$ cat config.mk
export PLATFORM = sky130hd
export DESIGN_NAME = usb_rx_param
export DESIGN_NICKNAME = d
export VERILOG_FILES = /design/src/rtl/usb_rx_param_pkg.sv /design/src/rtl/usb_rx_param_bit_decoder.sv /design/src/rtl/usb_rx_param.sv
export SDC_FILE = /design/constraint.sdc
export NUM_CORES = 1
export LEC_CHECK = 0
export ABC_AREA = 1
export CORE_UTILIZATION = 45
export DETAILED_ROUTE_END_ITERATION = 6
export HOLD_SLACK_MARGIN = 0.05
export REMOVE_ABC_BUFFERS = 1
export SYNTH_ARGS = -nofsm -noshare
export SYNTH_HDL_FRONTEND = slang
export SYNTH_HIERARCHICAL = 1
export SYNTH_SLANG_ARGS = --single-unit
$ cat constraint.sdc
create_clock -name clk_i -period 2.6 [get_ports clk_i]
set_input_delay 0.52 -clock clk_i [delete_from_list [all_inputs] [get_ports clk_i]]
set_output_delay 0.52 -clock clk_i [all_outputs]
set_load 0.01 [all_outputs]
$ cat src/rtl/usb_rx_param_pkg.sv
// usb_rx_param_pkg: shared types and constants for the parametrised USB full-speed receiver.
package usb_rx_param_pkg;

    typedef enum logic [3:0] {
        PID_OUT   = 4'b0001,
        PID_IN    = 4'b1001,
        PID_DATA0 = 4'b0011,
        PID_DATA1 = 4'b1011,
        PID_ACK   = 4'b0010,
        PID_NAK   = 4'b1010,
        PID_STALL = 4'b1110
    } pid_t;

    typedef enum logic [2:0] {S_IDLE, S_SYNC, S_PID, S_BODY, S_EOP, S_DONE, S_ERR} rx_state_t;

    localparam logic [4:0]  CRC5_POLY  = 5'h05;
    localparam logic [4:0]  CRC5_RES   = 5'b01100;
    localparam logic [15:0] CRC16_POLY = 16'h8005;
    localparam logic [15:0] CRC16_RES  = 16'h800D;
    localparam logic [7:0]  SYNC_BYTE  = 8'h80;

    // Line states as {dplus, dminus}
    localparam logic [1:0] LINE_J   = 2'b10;
    localparam logic [1:0] LINE_K   = 2'b01;
    localparam logic [1:0] LINE_SE0 = 2'b00;

    function automatic logic pid_ok(input logic [7:0] b);
        return (b[3:0] == ~b[7:4]) &&
               (b[3:0] inside {PID_OUT, PID_IN, PID_DATA0, PID_DATA1, PID_ACK, PID_NAK, PID_STALL});
    endfunction

    function automatic logic [4:0] crc5_next(input logic [4:0] c, input logic b);
        return {c[3:0], 1'b0} ^ ((b ^ c[4]) ? CRC5_POLY : 5'd0);
    endfunction

    function automatic logic [15:0] crc16_next(input logic [15:0] c, input logic b);
        return {c[14:0], 1'b0} ^ ((b ^ c[15]) ? CRC16_POLY : 16'd0);
    endfunction

endpackage

$ cat src/rtl/usb_rx_param_bit_decoder.sv
// usb_rx_param_bit_decoder: line sync, bit-timing recovery, NRZI decode and bit unstuffing.
module usb_rx_param_bit_decoder
    import usb_rx_param_pkg::*;
#(
    parameter int CLKS_PER_BIT = 8
) (
    input  logic clk_i,
    input  logic n_rst_i,
    input  logic dplus_i,
    input  logic dminus_i,
    input  logic clr_i,
    output logic strobe_o,
    output logic fall_o,
    output logic bit_valid_o,
    output logic bit_val_o,
    output logic se0_o,
    output logic j_o,
    output logic stuff_err_o
);
    localparam int TW = $clog2(CLKS_PER_BIT);

    logic [1:0]    dp_q, dm_q;
    logic          dp_prev_q, lvl_q, lvl_d;
    logic [TW-1:0] tmr_q, tmr_d;
    logic [2:0]    ones_q, ones_d;
    logic          dp_edge, line_se0, drop;

    assign dp_edge     = dp_q[1] ^ dp_prev_q;
    assign fall_o      = dp_edge & ~dp_q[1];
    assign strobe_o    = tmr_q == TW'(CLKS_PER_BIT / 2);
    assign line_se0    = {dp_q[1], dm_q[1]} == LINE_SE0;
    assign se0_o       = strobe_o & line_se0;
    assign j_o         = strobe_o & ({dp_q[1], dm_q[1]} == LINE_J);
    assign bit_val_o   = dp_q[1] == lvl_q;
    assign drop        = ones_q == 3'd6;
    assign bit_valid_o = strobe_o & ~line_se0 & ~drop;
    assign stuff_err_o = strobe_o & ~line_se0 & drop & bit_val_o;

    always_comb begin
        tmr_d  = (dp_edge || tmr_q == TW'(CLKS_PER_BIT - 1)) ? '0 : tmr_q + TW'(1);
        lvl_d  = strobe_o ? dp_q[1] : lvl_q;
        ones_d = clr_i ? 3'd0 :
                 (strobe_o && !line_se0) ? ((drop || !bit_val_o) ? 3'd0 : ones_q + 3'd1) : ones_q;
    end

    // Idle line is J, so history resets to dplus=1, dminus=0
    always_ff @(posedge clk_i or negedge n_rst_i) begin
        if (!n_rst_i) begin
            dp_q      <= 2'b11;
            dm_q      <= 2'b00;
            dp_prev_q <= 1'b1;
            lvl_q     <= 1'b1;
            tmr_q     <= '0;
            ones_q    <= '0;
        end else begin
            dp_q      <= {dp_q[0], dplus_i};
            dm_q      <= {dm_q[0], dminus_i};
            dp_prev_q <= dp_q[1];
            lvl_q     <= lvl_d;
            tmr_q     <= tmr_d;
            ones_q    <= ones_d;
        end
    end

endmodule

$ cat src/rtl/usb_rx_param.sv
// usb_rx_param: USB full-speed packet receiver with PID decode, CRC check, CRC strip and FIFO push.
module usb_rx_param
    import usb_rx_param_pkg::*;
#(
    parameter int CLKS_PER_BIT   = 8,
    parameter int MAX_DATA_BYTES = 64,
    parameter int BUF_DEPTH      = 64,
    parameter int CHECK_CRC      = 1,
    localparam int OCC_W         = $clog2(BUF_DEPTH + 1)
) (
    input  logic             clk_i,
    input  logic             n_rst_i,
    input  logic             dplus_i,
    input  logic             dminus_i,
    input  logic [OCC_W-1:0] buffer_occupancy_i,
    output logic [7:0]       rx_packet_data_o,
    output logic             store_rx_packet_data_o,
    output logic             flush_o,
    output logic             rx_error_o,
    output logic             rx_transfer_active_o,
    output logic             rx_data_ready_o,
    output logic [3:0]       rx_packet_o
);
    localparam int NB_W = $clog2(MAX_DATA_BYTES + 3);

    logic strobe, fall, bit_valid, bit_val, se0, line_j, stuff_err, clr;

    usb_rx_param_bit_decoder #(.CLKS_PER_BIT(CLKS_PER_BIT)) u_dec (
        .clk_i       (clk_i),
        .n_rst_i     (n_rst_i),
        .dplus_i     (dplus_i),
        .dminus_i    (dminus_i),
        .clr_i       (clr),
        .strobe_o    (strobe),
        .fall_o      (fall),
        .bit_valid_o (bit_valid),
        .bit_val_o   (bit_val),
        .se0_o       (se0),
        .j_o         (line_j),
        .stuff_err_o (stuff_err)
    );

    rx_state_t        state_q, state_d;
    logic [7:0]       shift_q, shift_d, d0_q, d0_d, d1_q, d1_d, data_q, data_d;
    logic [2:0]       bcnt_q, bcnt_d;
    logic [3:0]       pid_q, pid_d, pkt_q, pkt_d, jcnt_q, jcnt_d;
    logic [15:0]      crc_q, crc_d;
    logic [NB_W-1:0]  nb_q, nb_d;
    logic [1:0]       fill_q, fill_d;
    logic             eop_q, eop_d, store_q, store_d, flush_q, flush_d;
    logic             err_q, err_d, act_q, act_d, rdy_q, rdy_d;
    logic [7:0]       shift_nx;
    logic             byte_done, is_tok, is_data, crc_ok, body_ok;

    assign shift_nx  = {bit_val, shift_q[7:1]};
    assign byte_done = bit_valid && bcnt_q == 3'd7;
    assign is_tok    = pid_q[1:0] == 2'b01;
    assign is_data   = pid_q[1:0] == 2'b11;
    assign crc_ok    = CHECK_CRC == 0 || (is_tok ? crc_q[4:0] == CRC5_RES : crc_q == CRC16_RES);
    assign body_ok   = bcnt_q == 3'd0 && crc_ok && (is_tok ? nb_q == NB_W'(2) : nb_q >= NB_W'(2));

    always_comb begin
        state_d = state_q;
        shift_d = shift_q;
        bcnt_d  = bcnt_q;
        pid_d   = pid_q;
        crc_d   = crc_q;
        nb_d    = nb_q;
        d0_d    = d0_q;
        d1_d    = d1_q;
        fill_d  = fill_q;
        eop_d   = eop_q;
        jcnt_d  = jcnt_q;
        data_d  = data_q;
        store_d = 1'b0;
        flush_d = 1'b0;
        err_d   = err_q;
        act_d   = act_q;
        rdy_d   = 1'b0;
        pkt_d   = pkt_q;
        clr     = 1'b0;
        if (bit_valid) begin
            shift_d = shift_nx;
            bcnt_d  = bcnt_q + 3'd1;
        end
        case (state_q)
            S_IDLE: begin
                clr    = 1'b1;
                bcnt_d = 3'd0;
                if (fall) begin
                    state_d = S_SYNC;
                    err_d   = 1'b0;
                    act_d   = 1'b1;
                end
            end
            S_SYNC: begin
                if (se0 || stuff_err) state_d = S_ERR;
                else if (byte_done) begin
                    clr     = 1'b1;
                    state_d = shift_nx == SYNC_BYTE ? S_PID : S_ERR;
                end
            end
            S_PID: begin
                if (se0 || stuff_err) state_d = S_ERR;
                else if (byte_done) begin
                    if (pid_ok(shift_nx)) begin
                        pid_d   = shift_nx[3:0];
                        crc_d   = '1;
                        nb_d    = '0;
                        fill_d  = 2'd0;
                        eop_d   = 1'b0;
                        state_d = shift_nx[1:0] == 2'b10 ? S_EOP : S_BODY;
                        flush_d = shift_nx[1:0] == 2'b11 && buffer_occupancy_i != '0;
                    end else state_d = S_ERR;
                end
            end
            S_BODY: begin
                if (stuff_err) state_d = S_ERR;
                else if (se0) begin
                    state_d = body_ok ? S_EOP : S_ERR;
                    eop_d   = 1'b1;
                end else if (bit_valid) begin
                    crc_d = is_tok ? {11'd0, crc5_next(crc_q[4:0], bit_val)} : crc16_next(crc_q, bit_val);
                    if (byte_done) begin
                        nb_d = nb_q + NB_W'(1);
                        if (is_tok ? nb_q == NB_W'(2) : nb_q == NB_W'(MAX_DATA_BYTES + 2)) state_d = S_ERR;
                        else if (is_data) begin
                            // Two-byte delay line: whatever is left in it at EOP is the CRC16
                            d1_d   = shift_nx;
                            d0_d   = d1_q;
                            fill_d = fill_q == 2'd2 ? 2'd2 : fill_q + 2'd1;
                            if (fill_q == 2'd2) begin
                                if (buffer_occupancy_i == OCC_W'(BUF_DEPTH)) state_d = S_ERR;
                                else begin
                                    store_d = 1'b1;
                                    data_d  = d0_q;
                                end
                            end
                        end
                    end
                end
            end
            S_EOP: begin
                if (strobe) begin
                    if (se0) eop_d = 1'b1;
                    else state_d = (eop_q && line_j) ? S_DONE : S_ERR;
                end
            end
            S_DONE: begin
                state_d = S_IDLE;
                act_d   = 1'b0;
                pkt_d   = pid_q;
                rdy_d   = is_data;
            end
            S_ERR: begin
                act_d = 1'b0;
                if (jcnt_q == 4'd8) state_d = S_IDLE;
                else if (strobe) jcnt_d = line_j ? jcnt_q + 4'd1 : 4'd0;
            end
            default: state_d = S_IDLE;
        endcase
        if (state_d == S_ERR && state_q != S_ERR) begin
            err_d  = 1'b1;
            jcnt_d = 4'd0;
        end
    end

    always_ff @(posedge clk_i or negedge n_rst_i) begin
        if (!n_rst_i) begin
            state_q <= S_IDLE;
            shift_q <= '0;
            bcnt_q  <= '0;
            pid_q   <= '0;
            crc_q   <= '1;
            nb_q    <= '0;
            d0_q    <= '0;
            d1_q    <= '0;
            fill_q  <= '0;
            eop_q   <= 1'b0;
            jcnt_q  <= '0;
            data_q  <= '0;
            store_q <= 1'b0;
            flush_q <= 1'b0;
            err_q   <= 1'b0;
            act_q   <= 1'b0;
            rdy_q   <= 1'b0;
            pkt_q   <= '0;
        end else begin
            state_q <= state_d;
            shift_q <= shift_d;
            bcnt_q  <= bcnt_d;
            pid_q   <= pid_d;
            crc_q   <= crc_d;
            nb_q    <= nb_d;
            d0_q    <= d0_d;
            d1_q    <= d1_d;
            fill_q  <= fill_d;
            eop_q   <= eop_d;
            jcnt_q  <= jcnt_d;
            data_q  <= data_d;
            store_q <= store_d;
            flush_q <= flush_d;
            err_q   <= err_d;
            act_q   <= act_d;
            rdy_q   <= rdy_d;
            pkt_q   <= pkt_d;
        end
    end

    assign rx_packet_data_o       = data_q;
    assign store_rx_packet_data_o = store_q;
    assign flush_o                = flush_q;
    assign rx_error_o             = err_q;
    assign rx_transfer_active_o   = act_q;
    assign rx_data_ready_o        = rdy_q;
    assign rx_packet_o            = pkt_q;

endmodule

# [Yosys cells after proc, flatten, opt, wreduce, memory -nomap -nowiden]
# Index checks and enable logic that the tools add are counted.
[totals] out_inout_bits=17 wordCells=230 reg_bits=93
[op_classes] n_eq_ne=46 n_reduce_logical=38 add_sub_neg=6 mux=94 order_cmp=1 n_bitwise=21
[op_table] operator="two-way mux 16 bit" n=8
[op_table] operator="two-way mux 3 bit" n=26
[op_table] operator="two-way mux 7 bit" n=7
[op_table] operator="one-hot mux 16 bit (2 select lines)" n=1
[op_table] operator="two-way mux 1 bit" n=29
[op_table] operator="== test 3 bit (second input constant)" n=8
[op_table] operator="two-way mux 2 bit" n=12
[op_table] operator="== test 4 bit (second input constant)" n=5
[op_table] operator="two-way mux 4 bit" n=5
[op_table] operator="inequality test 2 bit (second input constant)" n=10
[op_table] operator="one-hot mux 3 bit (6 select lines)" n=1
[op_table] operator="== test 16 bit (second input constant)" n=1
[op_table] operator="nonzero test 2 bit" n=8
[op_table] operator="bitwise XOR 16 bit" n=1
[op_table] operator="== test 7 bit (second input constant)" n=2
[op_table] operator="one-hot mux 7 bit (2 select lines)" n=1
[op_table] operator="AND reduction 7 bit" n=2
[op_table] operator="nonzero test 7 bit" n=2
[op_table] operator="== test 2 bit (second input constant)" n=5
[op_table] operator="AND reduction 10 bit" n=1
[op_table] operator="adder 3 x 1 -> 3 bit (second input constant)" n=3
[op_table] operator="AND reduction 9 bit" n=1
[op_table] operator="== test 4 x 2 -> 1 bit (second input constant)" n=2
[op_table] operator="== test 8 bit (second input constant)" n=1
[op_table] operator="34 further kinds" n=64

# [Longest topological paths before layout]
[logic_depth] word_depth=14 mapped_depth=19

# [By module]
# Netlist, hierarchy kept.
[by_module_without_submodules] module="usb_rx_param" seq_area_each_um2=2021.9 instances=1 area_each_um2=4097.7 cells_per_inst=521
[by_module_without_submodules] module="usb_rx_param_bit_decoder" seq_area_each_um2=305.3 instances=1 area_each_um2=596.8 cells_per_inst=63

# [Worst setup path before layout]
# OpenSTA, ideal clock, no wires.
[synth_path] path_kind="reg-to-reg" startpoint="register u_dec.tmr_q[0]" endpoint="register d0_q[0]" t_required_ps=2475 stages_incl_launch_ff=15 t_arrival_ps=2123 path_slack_ps=353 setup_time_ps=125 synth_period_minus_slack_ps=2247 path_cell_list="dfrtp_1 inv_1 ha_1 nand2_1 inv_2 nand2_4 a21oi_1 buf_4 nand2_2 inv_1 nand2_1 nor2_2 nand3_2 buf_2 mux2_2"
[synth_via] elab_cells_between_ends=10 classes_between="1 x eq/ne; 7 x bitwise; 2 x reduce/logical"
[synth_lines] element="start, declared" line="usb_rx_param_bit_decoder.sv:24" source="logic [TW-1:0] tmr_q, tmr_d;"
[synth_lines] element="start signal, assigned" line="usb_rx_param_bit_decoder.sv:60" source="tmr_q <= tmr_d;"
[synth_lines] element="== test 3 bit *" line="usb_rx_param_bit_decoder.sv:30" source="assign strobe_o = tmr_q == TW'(CLKS_PER_BIT / 2);"
[synth_lines] element="net strobe" line="usb_rx_param.sv:26" source="logic strobe, fall, bit_valid, bit_val, se0, line_j, stuff_err, clr;"
[synth_lines] element="bitwise AND 1 bit * (2 in series)" line="usb_rx_param_bit_decoder.sv:36" source="assign bit_valid_o = strobe_o & ~line_se0 & ~drop;"
[synth_lines] element="net bit_valid" line="usb_rx_param.sv:26"
[synth_lines] element="logical AND 1 bit" line="usb_rx_param.sv:56" source="assign byte_done = bit_valid && bcnt_q == 3'd7;"
[synth_lines] element="AND reduction 7 bit (no line) *"
[synth_lines] element="end signal, assigned" line="usb_rx_param.sv:176" source="d0_q <= '0;"
[synth_lines] element="end signal, assigned" line="usb_rx_param.sv:195" source="d0_q <= d0_d;"
[synth_lines] element="end, declared" line="usb_rx_param.sv:44" source="logic [7:0] shift_q, shift_d, d0_q, d0_d, d1_q, d1_d, data_q, data_d;"
# The timed path passes the listed nets; every way through them passes the cells marked *.
# A chain may end at the register's enable or synchronous reset.

# [Worst setup path in the final report]
[layout_path] startpoint="register u_dec.tmr_q[0]" endpoint="register d0_q[2]"
# The elaborated chain is that of the path after synthesis.

==> impl_results.md <==
* # hold bufs at CTS at 0
* FF-to-FF path depth at 13
* Post-DP HPWL at between 7000 and 8000 µm
* Critical Path Source Type: register
* CTS Buf Count at 9
* Avg Cell Area, Syn at between 8 and 9 µm²
* Die H at around 100 µm
* Hold Vio Cnt, Final at 0
* Synth Warn # at 6
* Largest family of logic cells by synthesized area: simple AND/OR/NAND/NOR gates
* CP endpoint kind: register
* 1st-iter DRT viols at 157
* Peak VDD IR at 0.000331 V
* Crit share post-route at 92.4%
* Highest Clock Rate at 0.416 GHz
* Maximum net fanout on the critical path at 26
* Boundary Pins at 28
* GPL Wtd Cong at 0.910
* Reg area at 0.00233 mm²
* Post-route DRC at 0
* Core Area at ~0.01 mm²
* Top cells by area, synth: dfrtp_1 (38%), nand2_1 (16%), dfstp_2 (11%)
* Delay-heaviest family, CP: simple AND/OR/NAND/NOR gates
* Max_cap viols at 0
* Clk buf depth at 2
* Multiplexer area fraction after synthesis at approximately 1.9%
* Reg-to-Reg Start: u_dec/tmr_q[0]$_DFF_PN0_
* Fraction of layout instances using a drive strength above 1 at approximately an eighth
* Synth unique cells at 41
* Final hold slack at 0.0894 ns
* FF+latch count, synth at 92
* P&R area growth vs syn at 14.6%
* Synth Area in XOR/XNOR at 1.87%
* Antenna cells at 0
* Most frequent cells in the layout: nand2_1 (202), inv_1 (74), dfrtp_1 (72)
* Row count at 36
* Chip width at ~100 µm
* Arrival time at the worst endpoint at ~2.7 ns
* Commonest non-fill, non-tap cell in the layout: nand2_1
* CP Class: register to register
* Worst skew pair latency at 0.36 ns
* CTS tree: yes
* Synthesized area at approximately 0.0047 mm²
* Worst-margin pin slew at around 0.44 ns
* Adder-Cell Fraction of Synth Area at 4.00%
* Clk slew on worst S/H paths at approximately 0.10 ns
* Initial Util at a little under half
* Final Power at 0.00380 W
* Via Count at 3706
* First-pass GRT wire length at 16300 µm
* Tmin final at 2.40 ns
* GR Util All Layers at 18.6%
* Critical Path Stages at 13
* Largest net degree at the start of global routing at 42
* Multi-input gate area at 0.00202 mm²
* Fillers at 955
* Unrepaired setup endpoints after global routing: false
* Post-Layout Cell Count at 761
* Clk_skew at 0.0119 ns
* Grt total ovfl at 0
* Cell taking the most area after synthesis: dfrtp_1
* Worst EP required at 2.85 ns
* Number of routed nets with antenna violations at 0
* Mapped Cells at 584
* Leak Pwr at 2.72 nW
* Critical path, cell by cell: inv_1, ha_1, nand2_1, inv_2, nand2_4, a21oi_1, nand2_2, inv_1, nand2_1, nor2_2, nand3_2, buf_4, mux2_2
* Post-synth top area share at 38.4%
* Reg2Reg Setup Slack at between 0.15 and 0.2 ns
* CP Launch Point: u_dec/tmr_q[0]$_DFF_PN0_
* Routed WL per cell at 12.5 µm
* Die area at between 0.01 and 0.015 mm²
* PortBufs at 27
* Vias per Instance at 4.87
* Relative slew slack at 70.6%
* Drt pass-1 iters at 4
* Final setup violation count at 0
* Status: completed
* CP max-delay cell: dfrtp_1
* Post-CTS Setup Bufs at 0
* CTS sink count at 92
* Nets at approximately 650
* Number of global-route vias before repair at 3477
* Slew Viols, Final at 0
* Worst stage delay on the critical path at 0.40 ns
* Synth Area in Simple Gates at 27.5%
* Finished Core Util at 54.0%
* Synth Area in Compound Gates at 7.62%
* Placed Cells at 745
* Root Driver: clkbuf_8
* Initial antenna violation count at 0
* H-tree lvl count at 3
* Register area share after synthesis at around half
* Final WL at 9510 µm
* Pwr Density at 707 mW/mm²
* Post-CTS Resized at 0
* CP bufs+invs at 4
* Worst Hold Class: input port to asynchronous set/reset pin
[worst reg2reg max path, stage by stage (launching register included)]
cell and delay, ns:
dfrtp_1 0.40, inv_1 0.06, ha_1 0.13, nand2_1 0.09, inv_2 0.14, nand2_4 0.08, a21oi_1 0.20, nand2_2 0.11
inv_1 0.14, nand2_1 0.14, nor2_2 0.21, nand3_2 0.09, buf_4 0.22, mux2_2 0.30
[report_power, final]
| part | internal [W] | switching, W |
|---|---|---|
| combinational | 0.000361 | 0.000660 |
| sequential | 0.00164 | 0.000142 |
| clock | 0.000462 | 0.000541 |
[flip-flops by register name, summed over array words and instances, names as in the netlist, 3 cells and up]
| signal | count |
|---|---|
| crc_q | 16 |
| d0_q | 8 |
| d1_q | 8 |
| rx_packet_data_o | 8 |
| nb_q | 7 |
| shift_q | 7 |
| jcnt_q | 4 |
| pid_q | 4 |
| rx_packet_o | 4 |
| bcnt_q | 3 |
| state_q | 3 |
| u_dec/ones_q | 3 |
| u_dec/tmr_q | 3 |
[cell families after synthesis]
logic type | after synthesis
flops | 92
fa+ha+maj | 15
simple gates | 304
xor+xnor | 10
compound gates | 66
mux | 8
buf+inv | 89
[cells in the mapped netlist]
master,n
nor2_1,47
clkinv_1,1
nor3_4,1
nand2_4,3
or2_1,1
a21boi_0,2
and2_1,1
clkbuf_1,5
mux2_2,8
dfstp_2,20
inv_4,1
inv_2,3
nor3_1,5
nor3b_1,1
xor2_1,7
buf_2,2
nor2_2,1
a31oi_1,3
buf_6,1
xnor2_1,3
o22ai_1,1
nand2_2,3
o21a_1,1
o21ai_1,2
o31ai_1,1
o211ai_1,2
buf_4,1
a21oi_2,1
ha_1,15
a21oi_1,10
nor4_1,2
nand3_2,4
o21ai_0,42
nand4_1,6
o21ai_2,1
nand3_4,1
inv_1,74
clkbuf_2,1
nand3_1,26
nand2_1,202
dfrtp_1,72
[layout make-up]
class	count	area share, %
flip-flops and latches	92	43.3
multi-input cells	403	37.5
repair buffers	38	6.75
inverters	79	5.56
well taps	133	3.09
clock buffers	9	2.30
clock inverters	7	1.51
[per-layer routing]
layer / share of wire [%] / routed length, µm / track usage, %
met5: 0 / 0 / 0
met4: 1.4 / 136 / 7.76
met3: 3.9 / 370 / 3.76
met2: 45 / 4320 / 28.5
met1: 49 / 4690 / 25.6
[final timing paths]
| kind | endpoint |
|---|---|
| worst min register to register | u_dec/dm_q[1]$_DFF_PN0_ |
| worst max-delay path | d0_q[2]$_DFFE_PN0P_ |
| worst max register to register | d0_q[2]$_DFFE_PN0P_ |
| max in group asynchronous | crc_q[4]$_DFFE_PN1P_ |
| worst min-delay path | rx_packet_data_o[0]$_DFFE_PN0P_ |
| min in group clk_i | u_dec/dm_q[1]$_DFF_PN0_ |
[metrics by stage]
stage	setup TNS (ns)	cell area, µm²	setup WS, ns
after detailed placement	0	5170	0.211
after global routing	0	5380	0.00922
final	0	5380	0.199
after global placement	0	5170	0.261
after CTS	0	5380	0.193
after floorplan	-3.04	4640	-0.239
Note: power is estimated with default switching activity, not from simulation.
